[config.mk]
export PLATFORM = sky130hd
export DESIGN_NAME = sgd_run_ctrl
export DESIGN_NICKNAME = d
export VERILOG_FILES = /design/src/rtl/sgd_run_ctrl.sv
export SDC_FILE = /design/constraint.sdc
export NUM_CORES = 1
export LEC_CHECK = 0
export BUFFER_PORTS_ARGS = -buffer_cell sky130_fd_sc_hd__buf_2
export CAP_MARGIN = 30
export CORE_AREA = 2 2 628 630
export DETAILED_ROUTE_END_ITERATION = 10
export DIE_AREA = 0 0 630 632
export MAX_ROUTING_LAYER = met4
export SKIP_CTS_REPAIR_TIMING = 1
export SYNTH_ARGS = -nofsm -noshare
export SYNTH_HDL_FRONTEND = slang
export SYNTH_SLANG_ARGS = --single-unit
export TNS_END_PERCENT = 100
[constraint.sdc]
create_clock -name CLK -period 4.9 [get_ports CLK]
set_input_delay 0.245 -clock CLK [delete_from_list [all_inputs] [get_ports CLK]]
set_output_delay 0.245 -clock CLK [all_outputs]
set_load 0.005 [all_outputs]
[src/rtl/sgd_run_ctrl.sv]
// Run controller and dataset-RAM arbiter for the SGD regression engine.
// The host owns the RAM while idle; the engine reads it (bounds-checked) during a run.
module sgd_run_ctrl #(
  parameter int ADDR_WIDTH   = 12,
  parameter int LENGTH       = 16,
  parameter int MAX_FEATURES = 15,
  parameter int DATA_WIDTH   = LENGTH * (MAX_FEATURES + 1)
) (
  input  logic                  CLK,
  input  logic                  RST,
  input  logic                  host_wr_en,
  input  logic [ADDR_WIDTH-1:0] host_wr_addr,
  input  logic [DATA_WIDTH-1:0] host_wr_data,
  output logic                  host_wr_ready,
  input  logic                  start,
  input  logic                  abort,
  input  logic [ADDR_WIDTH-1:0] n_points,
  input  logic [7:0]            n_epochs,
  output logic                  eng_start,
  output logic                  eng_rst,
  input  logic                  eng_req,
  input  logic [ADDR_WIDTH-1:0] eng_addr,
  output logic                  eng_gnt,
  output logic [DATA_WIDTH-1:0] eng_rdata,
  output logic                  eng_rvalid,
  input  logic                  eng_done,
  input  logic [DATA_WIDTH-1:0] eng_weights,
  output logic                  ram_en,
  output logic                  ram_we,
  output logic [ADDR_WIDTH-1:0] ram_addr,
  output logic [DATA_WIDTH-1:0] ram_wdata,
  input  logic [DATA_WIDTH-1:0] ram_rdata,
  output logic                  busy,
  output logic                  done,
  output logic [DATA_WIDTH-1:0] weights,
  output logic                  err_cfg,
  output logic                  err_oor,
  output logic [15:0]           rd_count
);

  typedef enum logic [1:0] {S_IDLE, S_KICK, S_RUN, S_CAPTURE} state_t;

  state_t                r_state;
  state_t                w_state_nxt;
  logic                  w_launch;
  logic                  w_cfg_bad;
  logic                  w_oor;
  logic                  w_gnt;
  logic                  w_hit;
  logic                  r_rd_hit;
  logic [ADDR_WIDTH-1:0] r_n_points;

  function automatic logic [15:0] sat_inc(input logic [15:0] v);
    return (v == 16'hFFFF) ? v : v + 16'd1;
  endfunction

  assign w_oor = (eng_addr > r_n_points);
  assign w_gnt = (r_state == S_RUN) && eng_req;
  assign w_hit = w_gnt && !w_oor;

  always_comb begin
    w_state_nxt = r_state;
    w_launch    = 1'b0;
    w_cfg_bad   = 1'b0;
    case (r_state)
      S_IDLE: begin
        if (start) begin
          if (n_points == '0 || n_epochs == 8'd0) begin
            w_cfg_bad = 1'b1;
          end else begin
            w_launch    = 1'b1;
            w_state_nxt = S_KICK;
          end
        end
      end
      S_KICK:    w_state_nxt = abort ? S_IDLE : S_RUN;
      // abort outranks a simultaneous eng_done
      S_RUN: begin
        if (abort)         w_state_nxt = S_IDLE;
        else if (eng_done) w_state_nxt = S_CAPTURE;
      end
      S_CAPTURE: w_state_nxt = S_IDLE;
      default:   w_state_nxt = S_IDLE;
    endcase
  end

  always_comb begin
    host_wr_ready = (r_state == S_IDLE);
    eng_gnt       = w_gnt;
    ram_we        = (r_state == S_IDLE) && host_wr_en;
    ram_en        = ram_we || w_hit;
    ram_addr      = (r_state == S_IDLE) ? host_wr_addr : eng_addr;
    ram_wdata     = host_wr_data;
  end

  // RAM data arrives one cycle after the grant; out-of-range reads return zero
  assign eng_rdata = r_rd_hit ? ram_rdata : '0;

  always_ff @(posedge CLK) begin
    if (RST) begin
      r_state    <= S_IDLE;
      eng_start  <= 1'b0;
      eng_rst    <= 1'b0;
      busy       <= 1'b0;
      done       <= 1'b0;
      weights    <= '0;
      err_cfg    <= 1'b0;
      err_oor    <= 1'b0;
      rd_count   <= 16'd0;
      eng_rvalid <= 1'b0;
      r_rd_hit   <= 1'b0;
    end else begin
      r_state    <= w_state_nxt;
      eng_start  <= w_launch;
      eng_rst    <= abort && (r_state == S_KICK || r_state == S_RUN);
      busy       <= (w_state_nxt == S_KICK) || (w_state_nxt == S_RUN);
      eng_rvalid <= w_gnt;
      r_rd_hit   <= w_hit;
      if (w_cfg_bad) err_cfg <= 1'b1;
      if (w_launch) begin
        done     <= 1'b0;
        err_oor  <= 1'b0;
        rd_count <= 16'd0;
      end
      if (w_gnt && w_oor) err_oor <= 1'b1;
      if (w_hit) rd_count <= sat_inc(rd_count);
      if (r_state == S_CAPTURE) begin
        done    <= 1'b1;
        weights <= eng_weights;
      end
    end
  end

  always_ff @(posedge CLK) begin
    if (w_launch) r_n_points <= n_points;
  end

endmodule

==> flow_metrics.env <==
export IMPL_synthTopCellsByArea="dfxtp_1 38%, mux2i_1 17%, buf_4 13%, and2_1 11%, nor2_1 6.8%"
export IMPL_synth_cells=1602
export IMPL_avgViaCountPerCell=2.16
export IMPL_io_buffers=1113
export IMPL_drive_above_1_share_pct=44.9
export IMPL_cap_violations=0
export IMPL_finClkSkew_ns=0.0280
export IMPL_min_period_over_period_pct=70.4
export IMPL_finalSetupViolCount=0
export IMPL_synth_async_reset_ratio_pct=0
export IMPL_drcViolationCount=0
export IMPL_critPathLaunchType="register"
export IMPL_drt_iter0_drc=1229
export IMPL_yosysTopAreaCell="dfxtp_1"
export IMPL_gp_congestion=0.983
export IMPL_grt_pass1_vias=14700
export IMPL_place_area_mm2=0.0248
export IMPL_grt_max_degree=147
export IMPL_hold_viol=1
export IMPL_numCtsBuffers=38
export IMPL_post_drt_wl_per_cell_um=37.6
export IMPL_rsz0062_at_grt="false"
export IMPL_hpwl_um=282000
export IMPL_core_area_mm2=0.391
export IMPL_clockBufferDepth=3
export IMPL_instances_no_fill=8041
export IMPL_antenna_found_initial=241
export IMPL_crit_type="reg2out"
export IMPL_final_max_slew_viol_count=0
export IMPL_track_usage_pct=14.9
export IMPL_area_delta_synth_final_pct=96.0
export IMPL_syn_num_nets=2438
export IMPL_yosys_warnings=0
export IMPL_routed_wl_um=302000
export IMPL_synth_top_area_share_pct=38.2
export IMPL_vias=17300
export IMPL_grt_remaining_overflow=0
export IMPL_start_util_pct=3.77
export IMPL_fp_dieH_um=632
export IMPL_status="finished with violations"
export IMPL_design_area_mm2=0.0290
export IMPL_synth_edf_count=12
export IMPL_relSlewSlack_pct=33.3
export IMPL_fillers=46100
export IMPL_fin_crit_ns=3.45
export IMPL_ant_nets=0
export IMPL_violations="hold timing"
export IMPL_die_area_mm2=0.398
export IMPL_die_w_um=630
export IMPL_ys_ff_latch=294
export IMPL_ys_types=52
export IMPL_critical_path_required_ns=4.66
export IMPL_dp_cells=7603
export IMPL_leakagePower_nw=11.5
export IMPL_insertion_delay_ns=0.67
export IMPL_fin_nets=3523
export IMPL_path_max_fanout=19
export IMPL_cts_clk_slew_worst_paths_ns=0.06
export IMPL_cts_tree="built"
export IMPL_fmax_mhz=290
export IMPL_num_rows=230
export IMPL_first_pass_iters=6
export IMPL_grt_pass1_wl_um=332000
export IMPL_end_kind="output pin"
export IMPL_clock_root_buffer="clkbuf_16"
export IMPL_hold_slack_ns=-0.0218
export IMPL_seq_area_frac_synth_pct=40.7
export IMPL_pin_count=1626
export IMPL_cts_max_level=2
export IMPL_ir_drop_mv=0.284
export IMPL_cp_arrival_ns=3.21
export IMPL_setup_tns_ns=0
export IMPL_avgSynthCellArea_um2=9.22
export IMPL_regToRegSetupSlack_ns=1.91
export IMPL_worst_pin_slew_ns=1.00
export IMPL_syn_cell_area_mm2=0.0148
export IMPL_power_density_mw_per_mm2=238
export IMPL_worstHoldPathType="in2reg"
export IMPL_clock_sinks=294
export IMPL_synthFlopType="dfxtp_1"
[cell type report]
| cell class | count | area, um^2 | area share, % |
|---|---|---|---|
| Inverter | 34 | 128 | 0.441 |
| Tap cell | 5220 | 6530 | 22.6 |
| Clock buffer | 48 | 1010 | 3.48 |
| Sequential cell | 294 | 6010 | 20.8 |
| Antenna cell | 104 | 260 | 0.899 |
| Timing Repair Buffer | 1392 | 8370 | 28.9 |
| Multi-Input combinational cell | 927 | 6350 | 21.9 |
| Clock inverter | 22 | 292 | 1.01 |
[per-stage QoR]
step           setup WS (ns)  util, %  total power [mW]
2_1_floorplan           2.84        -              3.03
3_3_place_gp            1.84     6.32              3.60
3_5_place_dp            1.82     6.32              3.60
4_1_cts                 1.31     6.66              6.84
5_1_grt                 1.22     7.39              7.15
6_report                1.45     7.40              6.89
[sequential cells by signal, summed over array words and instances (netlist names)]
signal      count
r_state         2
r_n_points     12
err_cfg         1
eng_start       1
eng_rvalid      1
done            1
rd_count       16
eng_rst         1
busy            1
weights       256
r_rd_hit        1
err_oor         1
[power by group]
part / switching (mW) / leakage [nW] / total (mW) / internal [mW]
Combinational: 0.733 / 8.49 / 1.24 / 0.508
Clock: 1.44 / 0.626 / 3.14 / 1.71
Sequential: 0.0359 / 2.39 / 2.51 / 2.47
Total: 2.21 / 11.5 / 6.89 / 4.69
[logic make-up after synthesis]
kind of cell             synth area share [%]
AND/OR/NAND/NOR                          20.5
buffers and inverters                    16.5
flip-flops                               40.7
multiplexers                             18.3
AO/OA/AOI/OAI                            2.52
adder cells (fa/ha/maj)                  1.44
XOR/XNOR                               0.0593
[cells in the final DEF, fill, tap and decap left out, types with 7 or more instances in the layout]
| master | n |
|---|---|
| diode_2 | 104 |
| nor2_1 | 268 |
| nand2_1 | 18 |
| dfxtp_1 | 281 |
| inv_1 | 34 |
| nand3_1 | 10 |
| edfxtp_1 | 12 |
| and2_1 | 257 |
| clkbuf_16 | 38 |
| buf_4 | 12 |
| a21oi_1 | 8 |
| clkinv_2 | 7 |
| mux2i_1 | 257 |
| nand4_1 | 15 |
| buf_2 | 1112 |
| ha_1 | 16 |
| dlygate4sd3_1 | 264 |
| mux2_2 | 12 |
| clkbuf_1 | 8 |
[worst paths after layout]
path | from | end | cells past startpoint
max | r_n_points[7] | ram_en | 8
min | eng_weights[187] | weights[187] | 3
max reg2reg | r_state[0] | rd_count[14] | 7
min reg2reg | weights[253] | weights[253] | 2
[cells in the mapped netlist (all sizes together), types with 10 or more instances]
cell type,instances
and2,257
mux2,12
edfxtp,12
ha,17
nor2,269
o221ai,11
nand3,10
nand2,20
dfxtp,282
inv,34
buf,287
mux2i,257
nand4,15
clkbuf,60
[worst max-delay path: stages (launching register included)]
cell      delay, ns
edfxtp_1       0.36
inv_1          0.07
ha_1           0.24
a21oi_1        0.15
o21ai_0        0.18
or2_1          0.28
o221ai_4       0.72
a21o_1         0.37
buf_2          0.16
[layer usage]
metal,vias up,part of all wire (%),global-route usage (%)
li1,7247,-,-
met1,7916,22,9.30
met2,1748,51,26.6
met3,436,24,15.7
met4,0,2.8,3.24
met5,-,0,-
Power figures use the tool's default switching activity.
